$ cat src/rtl/accel_pkg.sv
// Shared types and constants for the accelerator memory path.
// Used by mem_burst_initiator and its read-return FIFO.
package accel_pkg;

  localparam int DATA_WIDTH     = 32;
  localparam int BRAM_BANKS     = 8;
  localparam int MEM_RD_LATENCY = 2;

  typedef struct packed {
    logic                  we;
    logic                  re;
    logic [4:0]            bank_sel;
    logic [15:0]           addr;
    logic [DATA_WIDTH-1:0] data;
  } mem_req_t;

  typedef struct packed {
    logic                  valid;
    logic [DATA_WIDTH-1:0] data;
  } mem_resp_t;

  typedef enum logic [2:0] {
    ST_IDLE,
    ST_WRITE,
    ST_READ,
    ST_DRAIN,
    ST_FINISH
  } mem_burst_state_t;

endpackage

$ cat src/rtl/sync_fifo.sv
// Synchronous FIFO with occupancy count and flush.
// Read data is the current head (show-ahead).
module sync_fifo #(
  parameter int WIDTH = 32,
  parameter int DEPTH = 4
) (
  input  logic                       clk,
  input  logic                       rst,
  input  logic                       flush_i,
  input  logic                       push_i,
  input  logic [WIDTH-1:0]           data_i,
  input  logic                       pop_i,
  output logic [WIDTH-1:0]           data_o,
  output logic                       empty_o,
  output logic [$clog2(DEPTH+1)-1:0] count_o
);

  localparam int CW = $clog2(DEPTH+1);
  localparam int PW = (DEPTH > 1) ? $clog2(DEPTH) : 1;

  logic [WIDTH-1:0] mem_q [DEPTH];
  logic [PW-1:0]    wp_q, rp_q;
  logic [CW-1:0]    cnt_q;
  logic             do_push, do_pop;

  assign do_push = push_i && (cnt_q != CW'(DEPTH));
  assign do_pop  = pop_i && (cnt_q != '0);
  assign data_o  = mem_q[rp_q];
  assign empty_o = (cnt_q == '0);
  assign count_o = cnt_q;

  function automatic logic [PW-1:0] nxt(
    input logic [PW-1:0] p
  );
    return (p == PW'(DEPTH-1)) ? '0 : p + PW'(1);
  endfunction

  // Storage array; written on accepted push only.
  always_ff @(posedge clk) begin
    if (do_push) mem_q[wp_q] <= data_i;
  end

  // Pointers and occupancy.
  always_ff @(posedge clk) begin
    if (rst || flush_i) begin
      wp_q  <= '0;
      rp_q  <= '0;
      cnt_q <= '0;
    end else begin
      if (do_push) wp_q <= nxt(wp_q);
      if (do_pop)  rp_q <= nxt(rp_q);
      cnt_q <= cnt_q + CW'(do_push) - CW'(do_pop);
    end
  end

endmodule

$ cat src/rtl/mem_burst_initiator.sv
// Burst initiator: turns bank/addr/len commands into memory requests.
// Optional read watchdog enabled by defining BURST_INIT_TIMEOUT_EN.
module mem_burst_initiator
  import accel_pkg::*;
#(
  parameter int READ_LATENCY   = MEM_RD_LATENCY,
  parameter int RD_FIFO_DEPTH  = 4,
  parameter int TIMEOUT_CYCLES = 16
) (
  input  logic                  clk,
  input  logic                  rst,
  input  logic                  cmd_valid,
  output logic                  cmd_ready,
  input  logic                  cmd_write,
  input  logic [4:0]            cmd_bank,
  input  logic [15:0]           cmd_addr,
  input  logic [7:0]            cmd_len,
  input  logic                  wr_valid,
  output logic                  wr_ready,
  input  logic [DATA_WIDTH-1:0] wr_data,
  output logic                  rd_valid,
  input  logic                  rd_ready,
  output logic [DATA_WIDTH-1:0] rd_data,
  output mem_req_t              req,
  input  mem_resp_t             resp,
  input  logic [BRAM_BANKS-1:0] bank_power_en,
  output logic                  busy,
  output logic                  done,
  output logic                  err
);

  // Buffer must cover a full latency window of credits.
  localparam int DEPTH = (RD_FIFO_DEPTH > READ_LATENCY)
                       ? RD_FIFO_DEPTH : READ_LATENCY + 1;
  localparam int CW = $clog2(DEPTH+1);
  localparam int BW = $clog2(BRAM_BANKS);

  mem_burst_state_t state_q;
  logic [BW-1:0]    bank_q;
  logic [15:0]      addr_q;
  logic [8:0]       beats_q;
  logic             abort_q;
  logic             done_q, err_q;
  logic [CW-1:0]    out_q;
  logic [CW-1:0]    fifo_cnt;
  logic             fifo_empty;
  logic             cmd_ok, bank_on, credit_ok;
  logic             wr_fire, re_fire, resp_take;
  logic             to_fire;

  assign cmd_ok = (cmd_bank < 5'(BRAM_BANKS))
               && bank_power_en[cmd_bank[BW-1:0]];
  assign bank_on = bank_power_en[bank_q];
  assign credit_ok = ({1'b0, out_q} + {1'b0, fifo_cnt})
                   < (CW+1)'(DEPTH);

  assign cmd_ready = (state_q == ST_IDLE);
  assign busy      = (state_q != ST_IDLE);
  assign wr_ready  = (state_q == ST_WRITE) && bank_on;
  assign wr_fire   = wr_ready && wr_valid;
  assign re_fire   = (state_q == ST_READ) && bank_on
                  && credit_ok && !to_fire;
  assign resp_take = resp.valid && (out_q != '0);
  assign rd_valid  = !fifo_empty;
  assign done      = done_q;
  assign err       = err_q;

  // Request bus: live only in the cycle a beat is issued.
  always_comb begin
    req = '0;
    req.we = wr_fire;
    req.re = re_fire;
    if (wr_fire) req.data = wr_data;
    if (wr_fire || re_fire) begin
      req.addr     = addr_q;
      req.bank_sel = 5'(bank_q);
    end
  end

`ifdef BURST_INIT_TIMEOUT_EN
  localparam int TW = $clog2(TIMEOUT_CYCLES+1);
  logic [TW-1:0] wd_q;

  // Watchdog: silent cycles while reads are outstanding.
  always_ff @(posedge clk) begin
    if (rst || to_fire || resp.valid || out_q == '0)
      wd_q <= '0;
    else
      wd_q <= wd_q + TW'(1);
  end

  assign to_fire = (out_q != '0) && !resp.valid
                && (wd_q == TW'(TIMEOUT_CYCLES-1));
`else
  // Watchdog compiled out; never fires.
  assign to_fire = (TIMEOUT_CYCLES < 0);
`endif

  // Reads issued to memory and not yet returned.
  always_ff @(posedge clk) begin
    if (rst || to_fire)
      out_q <= '0;
    else
      out_q <= out_q + CW'(re_fire) - CW'(resp_take);
  end

  // Burst control FSM with registered done/err pulses.
  always_ff @(posedge clk) begin
    if (rst) begin
      state_q <= ST_IDLE;
      bank_q  <= '0;
      addr_q  <= '0;
      beats_q <= '0;
      abort_q <= 1'b0;
      done_q  <= 1'b0;
      err_q   <= 1'b0;
    end else begin
      done_q <= 1'b0;
      err_q  <= 1'b0;
      if (to_fire) begin
        state_q <= ST_IDLE;
        err_q   <= 1'b1;
      end else begin
        unique case (state_q)
          ST_IDLE: begin
            if (cmd_valid && !cmd_ok) begin
              err_q <= 1'b1;
            end else if (cmd_valid) begin
              bank_q  <= cmd_bank[BW-1:0];
              addr_q  <= cmd_addr;
              beats_q <= {1'b0, cmd_len} + 9'd1;
              abort_q <= 1'b0;
              state_q <= cmd_write ? ST_WRITE : ST_READ;
            end
          end
          ST_WRITE: begin
            if (!bank_on) begin
              abort_q <= 1'b1;
              err_q   <= 1'b1;
              state_q <= ST_FINISH;
            end else if (wr_fire) begin
              addr_q  <= addr_q + 16'd1;
              beats_q <= beats_q - 9'd1;
              if (beats_q == 9'd1) begin
                done_q  <= 1'b1;
                state_q <= ST_FINISH;
              end
            end
          end
          ST_READ: begin
            if (!bank_on) begin
              abort_q <= 1'b1;
              state_q <= ST_DRAIN;
            end else if (re_fire) begin
              addr_q  <= addr_q + 16'd1;
              beats_q <= beats_q - 9'd1;
              if (beats_q == 9'd1) state_q <= ST_DRAIN;
            end
          end
          ST_DRAIN: begin
            if (out_q == '0 && fifo_empty) begin
              done_q  <= !abort_q;
              err_q   <= abort_q;
              state_q <= ST_FINISH;
            end
          end
          ST_FINISH: state_q <= ST_IDLE;
          default:   state_q <= ST_IDLE;
        endcase
      end
    end
  end

  sync_fifo #(
    .WIDTH (DATA_WIDTH),
    .DEPTH (DEPTH)
  ) u_rd_fifo (
    .clk     (clk),
    .rst     (rst),
    .flush_i (to_fire),
    .push_i  (resp_take),
    .data_i  (resp.data),
    .pop_i   (rd_valid && rd_ready),
    .data_o  (rd_data),
    .empty_o (fifo_empty),
    .count_o (fifo_cnt)
  );

endmodule

$ cat config.mk
export PLATFORM = sky130hd
export DESIGN_NAME = mem_burst_initiator
export DESIGN_NICKNAME = d
export VERILOG_FILES = /design/src/rtl/accel_pkg.sv /design/src/rtl/sync_fifo.sv /design/src/rtl/mem_burst_initiator.sv
export SDC_FILE = /design/constraint.sdc
export NUM_CORES = 1
export LEC_CHECK = 0
export CORE_MARGIN = 2
export CORE_UTILIZATION = 49
export DETAILED_ROUTE_END_ITERATION = 6
export HOLD_SLACK_MARGIN = 0.05
export PLACE_DENSITY = 0.8
export SYNTH_ARGS = -nofsm -noshare
export SYNTH_HDL_FRONTEND = slang
export SYNTH_SLANG_ARGS = --single-unit
export TNS_END_PERCENT = 1
$ cat constraint.sdc
create_clock -name clk -period 3.6 [get_ports clk]
set_clock_uncertainty 0.1 [all_clocks]
set_input_delay 0.72 -clock clk [delete_from_list [all_inputs] [get_ports clk]]
set_output_delay 0.72 -clock clk [all_outputs]
set_load 0.03 [all_outputs]
==> results of run 1 <==
-- critical path, cell delays in order --
cell and delay [ps]:
clkdlybuf4s50_1 530, mux2i_1 110, a22o_1 240, or2_4 280
nor3_4 270, buf_12 200, and2_1 150, buf_4 160
-- Yosys cell counts, types with 2 or more instances --
master,number
a211o_1,5
a21o_1,2
a21oi_1,46
a31oi_1,4
and2_1,38
and3_1,3
and4b_1,2
buf_1,7
buf_2,7
buf_4,7
clkbuf_1,16
dfxtp_1,46
edfxtp_1,128
fa_1,2
ha_1,15
inv_1,19
mux2i_1,11
mux4_2,32
nand2_1,37
nand2b_1,9
nand3_1,9
nand3b_1,3
nand4_1,4
nor2_1,34
nor2b_1,26
nor3_1,17
nor4_1,3
o211ai_1,2
o21ai_0,18
o31a_1,3
o31ai_1,5
o32ai_1,8
o41ai_1,2
or2_0,3
or3_1,2
xnor2_1,5
xor2_1,6
-- cell type report --
type | count | area share, %
flip-flops and latches | 174 | 44.5
multi-input cells | 382 | 27.7
repair buffers | 212 | 19.0
clock buffers | 17 | 3.98
well taps | 216 | 2.53
clock inverters | 15 | 1.53
inverters | 20 | 0.702
-- stage by stage --
step	power [mW]	TNS, ps	setup WS, ps	cells	hold slack (ps)
2_1_floorplan	3.64	0	406	613	348
3_3_place_gp	4.29	0	7.14	1004	364
3_5_place_dp	4.35	-1070	-80.8	1004	378
4_1_cts	6.13	0	31.8	1036	387
5_1_grt	6.35	0	24.3	1036	405
6_report	6.08	0	115	1036	387
-- repair_timing --
action                                  4_1_cts  5_1_grt
gates cloned                                  0        0
hold buffers                                  0        0
resized for setup                             2        4
pin swaps                                     0        1
endpoints found under the setup margin       19       45
-- per-layer routing --
metal | part of all wire, % | wire [um] | vias to the layer above
met5 | 0 | 0 | -
met4 | 1.3 | 240 | 0
met3 | 7.2 | 1310 | 20
met2 | 51 | 9200 | 262
met1 | 41 | 7460 | 2696
li1 | - | - | 2680
-- state kept, by name, indices dropped and copies added, names as in the netlist, named ones only --
| register | flops |
|---|---|
| err | 1 |
| u_rd_fifo.count_o | 3 |
| u_rd_fifo.rp_q | 2 |
| bank_q | 3 |
| abort_q | 1 |
| addr_q | 16 |
| u_rd_fifo.wp_q | 2 |
| done | 1 |
| u_rd_fifo.mem_q | 128 |
| beats_q | 9 |
| state_q | 3 |
| out_q | 3 |
-- worst max-delay path by stage --
| stage | from | end | slack (ps) | depth (start not counted) |
|---|---|---|---|---|
| after floorplan | bank_power_en[1] | req[41] | 410 | 8 |
| after global placement | bank_power_en[7] | req[39] | 7 | 8 |
| after detailed placement | bank_power_en[7] | req[38] | -80 | 8 |
| after CTS | bank_power_en[0] | wr_ready | 30 | 6 |
| after global routing | bank_power_en[0] | req[11] | 20 | 8 |
| final | bank_power_en[0] | req[11] | 120 | 8 |
-- logic make-up after synthesis --
kind of cell    after synthesis  synth area share, %
compound gates              109                 8.88
xor+xnor                     11                 1.21
fa+ha+maj                    17                 2.86
buf+inv                      57                 3.13
flops                       174                 59.8
mux                          45                 10.7
other cells                   1               0.0471
simple gates                198                 13.4
-- where the power goes --
part	total (mW)	switching, mW	internal [mW]
logic	1.78	0.948	0.836
registers	2.50	0.106	2.40
clock network	1.79	0.857	0.935
==> impl_metrics.py, run 1 <==
metrics = {
    "place": {
        "io_buffers": 198,
        "routabilityCongestion": 0.872,
        "place_area_um2": 10100,
        "dp.final_hpwl_mm": 12.7,
    },
    "cells_and_area": {
        "post-route-util_pct": 67.4,
        "nets": 932,
        "final_common_cell": "clkdlybuf4s50_1",
        "diodes": 0,
        "area_growth_pct": 34.4,
        "num-fill-cells": 1133,
        "regArea_um2": 4770,
        "drive_above_1_share_pct": 18.0,
        "multiInputGateArea_um2": 2970,
        "design_area_um2": 10700,
        "final_cell_mix": "clkdlybuf4s50_1, edfxtp_1, buf_4",
    },
    "timing": {
        "fmax_mhz": 287,
        "setup_viol": 0,
        "hold_violations": 0,
        "grt_setup_unrepaired": "false",
        "tightestPinTransition_ps": 976,
        "slew_violations": 0,
        "min_period_over_period_pct": 96.8,
        "min_period_ps": 3480,
        "slew_headroom_pct": 34.9,
    },
    "synth": {
        "synth_top_cell_by_area": "edfxtp_1",
        "synth-edff-count": 128,
        "syn_inst": 612,
        "synth_top_area_share_pct": 48.3,
        "yosys-top-cells-area": "edfxtp_1, dfxtp_1, mux4_2, and2_1, a21oi_1",
        "yosys_warnings": 0,
        "avgSynthCellArea_um2": 13.0,
        "synth_flop_cell": "edfxtp_1",
        "synthArstFlopShare_pct": 0,
        "ys_seq_area_share_pct": 59.8,
        "syn_area_um2": 7970,
        "ys_types": 63,
        "ys_ff_latch": 174,
    },
    "route": {
        "drt.antenna.violating_nets": 0,
        "wl_mm": 18.2,
        "drtPass1Iterations": 5,
        "wl_per_cell_um": 17.6,
        "avgViaCountPerCell": 5.46,
        "via_count": 5658,
        "route.detailed.drc": 0,
        "drt_iter0_drc": 295,
    },
    "critical_path": {
        "critical_path_class": "in2out",
        "r2r_start": "bank_q[0]",
        "arrival_ps": 2660,
        "endpoint_kind": "output pin",
        "crit_required_ps": 2780,
        "reg2reg_to": "out_q[2]",
        "critPathLaunchType": "input pin",
        "r2r_slack_ps": 730,
        "worstRegToRegCells": 13,
        "crit_fanout": 34,
    },
    "clock_network": {
        "clkTransAtPathRegs_ps": 70,
        "htreeDepth": 4,
        "numCtsBuffers": 17,
        "cts-root-buf": "clkbuf_16",
        "clock_latency_ps": 430,
        "cts_sinks": 174,
        "clock_tree.buffer_depth": 2,
        "postCtsSetupRepairBufs": 0,
        "cts_tree": "yes",
    },
    "floorplan": {
        "core_um2": 15900,
        "num_rows": 46,
        "die_area_um2": 17300,
        "io-pin-count": 201,
        "start_util_pct": 50.1,
        "die_w_um": 131,
        "dieHeight_um": 131,
    },
    "hold_path": {
        "holdPathEnd": "u_rd_fifo.rp_q[1]",
        "hp-start": "u_rd_fifo.rp_q[1]",
        "hold_class": "reg2reg",
        "worstHoldPathCells": 2,
    },
    "power_and_ir_drop": {
        "vdd_drop_max_v": 0.000413,
        "pwr_density_cell_nw_per_um2": 568,
        "leakage_nw": 3.77,
    },
    "global_routing": {
        "grt_pass1_wl_mm": 29.3,
        "grt_pass1_vias": 5658,
        "grt.busiest_layer": "met2",
        "antenna_found_initial": 0,
        "use_met3_pct": 5.44,
        "gr-usage-met2_pct": 36.4,
        "globalRouteTotalUtil_pct": 21.6,
        "grt_remaining_overflow": 0,
        "grt_max_degree": 54,
        "use_met1_pct": 27.4,
    },
    "run_status": {
        "outcome": "finished clean",
    },
    "flow_run": {
        "maxCapViolations": 0,
    },
}
Note: power is estimated with default switching activity, not from simulation.
==> run 2, diff against run 1 <==
--- a/config.mk
+++ b/config.mk
@@ -9,7 +9,7 @@
 export CORE_UTILIZATION = 49
 export DETAILED_ROUTE_END_ITERATION = 6
 export HOLD_SLACK_MARGIN = 0.05
-export PLACE_DENSITY = 0.8
+export PLACE_DENSITY = 0.92
 export SYNTH_ARGS = -nofsm -noshare
 export SYNTH_HDL_FRONTEND = slang
 export SYNTH_SLANG_ARGS = --single-unit
==> run 2 against run 1 <==
Sequential share of layout area down 0.22 points. Non-clock buffer count up 2. Flip-flop and latch count unchanged. Power down 0.10%. Wire length down 0.37%. Highest routed layer unchanged. Clock-buffer cell count up 1. Clock power about the same. Via count down 1.5%. Die area unchanged. Critical endpoint is now req[35]. Largest power group unchanged.
==> impl_metrics.py, run 2 (synthesis gave the netlist of run 1 again) <==
metrics = {
    "run_status": {
        "outcome": "finished clean",
    },
    "flow_run": {
        "maxCapViolations": 0,
    },
    "clock_network": {
        "postCtsSetupRepairBufs": 0,
        "cts_sinks": 174,
        "numCtsBuffers": 17,
        "htreeDepth": 4,
        "cts-root-buf": "clkbuf_16",
        "clock_tree.buffer_depth": 2,
        "clkTransAtPathRegs_ps": 70,
        "clock_latency_ps": 420,
        "cts_tree": "yes",
    },
    "route": {
        "route.detailed.drc": 0,
        "avgViaCountPerCell": 5.37,
        "drt.antenna.violating_nets": 0,
        "wl_per_cell_um": 17.5,
        "wl_mm": 18.1,
        "drt_iter0_drc": 263,
        "drtPass1Iterations": 4,
        "via_count": 5574,
    },
    "cells_and_area": {
        "diodes": 0,
        "nets": 934,
        "post-route-util_pct": 67.7,
        "area_growth_pct": 35.0,
        "final_common_cell": "clkdlybuf4s50_1",
        "final_cell_mix": "clkdlybuf4s50_1, edfxtp_1, buf_4",
        "fin_cells": 1038,
        "reg_top3": "u_rd_fifo.mem_q x128, addr_q x16, beats_q x9",
        "drive_above_1_share_pct": 18.5,
        "largest_register_ffs": 128,
        "top_register": "u_rd_fifo.mem_q",
        "num-fill-cells": 1150,
    },
    "place": {
        "io_buffers": 198,
        "place_ws_ps": 47.2,
        "routabilityCongestion": 0.836,
        "dpl.cell_count": 1006,
        "dp.final_hpwl_mm": 12.5,
    },
    "timing": {
        "hold_violations": 0,
        "fin_hold_ws_ps": 386,
        "min_period_ps": 3460,
        "setup_viol": 0,
        "min_period_over_period_pct": 96.1,
        "finalSetupTns_ps": 0,
        "grt_setup_unrepaired": "false",
        "slew_headroom_pct": 36.3,
        "slew_violations": 0,
        "fmax_mhz": 289,
        "tightestPinTransition_ps": 956,
        "layout_setup_ws_ps": 141,
    },
    "critical_path": {
        "crit_required_ps": 2780,
        "r2r_slack_ps": 880,
        "arrival_ps": 2640,
        "critPathLaunchType": "input pin",
        "endpoint_kind": "output pin",
        "critical_path_class": "in2out",
        "endpoint": "req[35]",
        "reg2reg_to": "out_q[2]",
        "worstRegToRegCells": 12,
        "crit_fanout": 19,
        "crit_path_start": "bank_power_en[1]",
        "r2r_start": "bank_q[0]",
    },
    "global_routing": {
        "grt_max_degree": 54,
        "grt_pass1_vias": 5505,
        "grt_remaining_overflow": 0,
        "grt_pass1_wl_mm": 28.7,
        "antenna_found_initial": 0,
        "globalRouteTotalUtil_pct": 21.2,
    },
    "power_and_ir_drop": {
        "vdd_drop_max_v": 0.000360,
        "pwr_density_cell_nw_per_um2": 565,
        "leakage_nw": 3.76,
    },
    "floorplan": {
        "dieHeight_um": 131,
        "core_um2": 15900,
        "die_w_um": 131,
        "io-pin-count": 201,
        "start_util_pct": 50.1,
        "die_area_um2": 17300,
        "num_rows": 46,
    },
    "hold_path": {
        "hold_class": "reg2reg",
    },
}
-- run 2: changes by cell type in the layout (fill, tap and decap cells not counted), sizes merged --
cell	before	now
buf	67	70
clkinv	5	3
bufinv	0	1
clkbuf	17	18
dlymetal6s2s	1	0
-- run 2: repair_timing --
action / in CTS / in global routing
gates resized for setup: 0 / 8
hold buffers: 0 / 0
endpoints found under the setup margin: 0 / 35
-- run 2: area by class of cell --
type,count,area (um2),share of cell area [%]
Clock inverter,14,143,1.33
Multi-Input combinational cell,382,2970,27.6
Timing Repair Buffer,214,2100,19.5
Clock buffer,18,429,3.99
Inverter,20,75.1,0.698
Tap cell,216,270,2.51
Sequential cell,174,4770,44.3
-- run 2: worst min-delay path by stage --
| stage | startpoint | endpoint | slack (ps) | cells past startpoint |
|---|---|---|---|---|
| finish | addr_q[15] | addr_q[15] | 390 | 2 |
| global route | addr_q[15] | addr_q[15] | 400 | 2 |
| CTS | addr_q[15] | addr_q[15] | 390 | 2 |
| detailed placement | addr_q[15] | addr_q[15] | 380 | 2 |
| global placement | addr_q[15] | addr_q[15] | 370 | 2 |
| floorplan | addr_q[15] | addr_q[15] | 350 | 2 |
-- run 2: layer usage --
layer | up-vias | track usage [%] | share of wire [%] | routed length, um
li1 | 2677 | - | - | -
met1 | 2695 | 26.0 | 41 | 7510
met2 | 177 | 37.6 | 52 | 9500
met3 | 25 | 4.36 | 4.4 | 790
met4 | 0 | 7.07 | 1.9 | 348
met5 | - | 0 | 0 | 0
-- run 2: metrics by stage --
step           instance area, um2  total power [mW]
5_1_grt                     10800              6.33
2_1_floorplan                7970              3.64
3_3_place_gp                10200              4.28
6_report                    10800              6.07
4_1_cts                     10700              6.13
3_5_place_dp                10200              4.34
-- run 2: critical path, cell delays in order --
cell and delay [ps]:
clkdlybuf4s50_1 480, mux2i_1 80, a22o_1 260, or2_1 310, nor3_4 210, nor2_2 80, buf_12 160, nor2b_1 150
buf_4 180
-- run 2: report_power, final --
group	total (mW)	switching [mW]	leakage [nW]	internal, mW
Clock	1.78	0.805	0.277	0.978
Sequential	2.51	0.108	1.53	2.40
Combinational	1.78	0.943	1.95	0.840
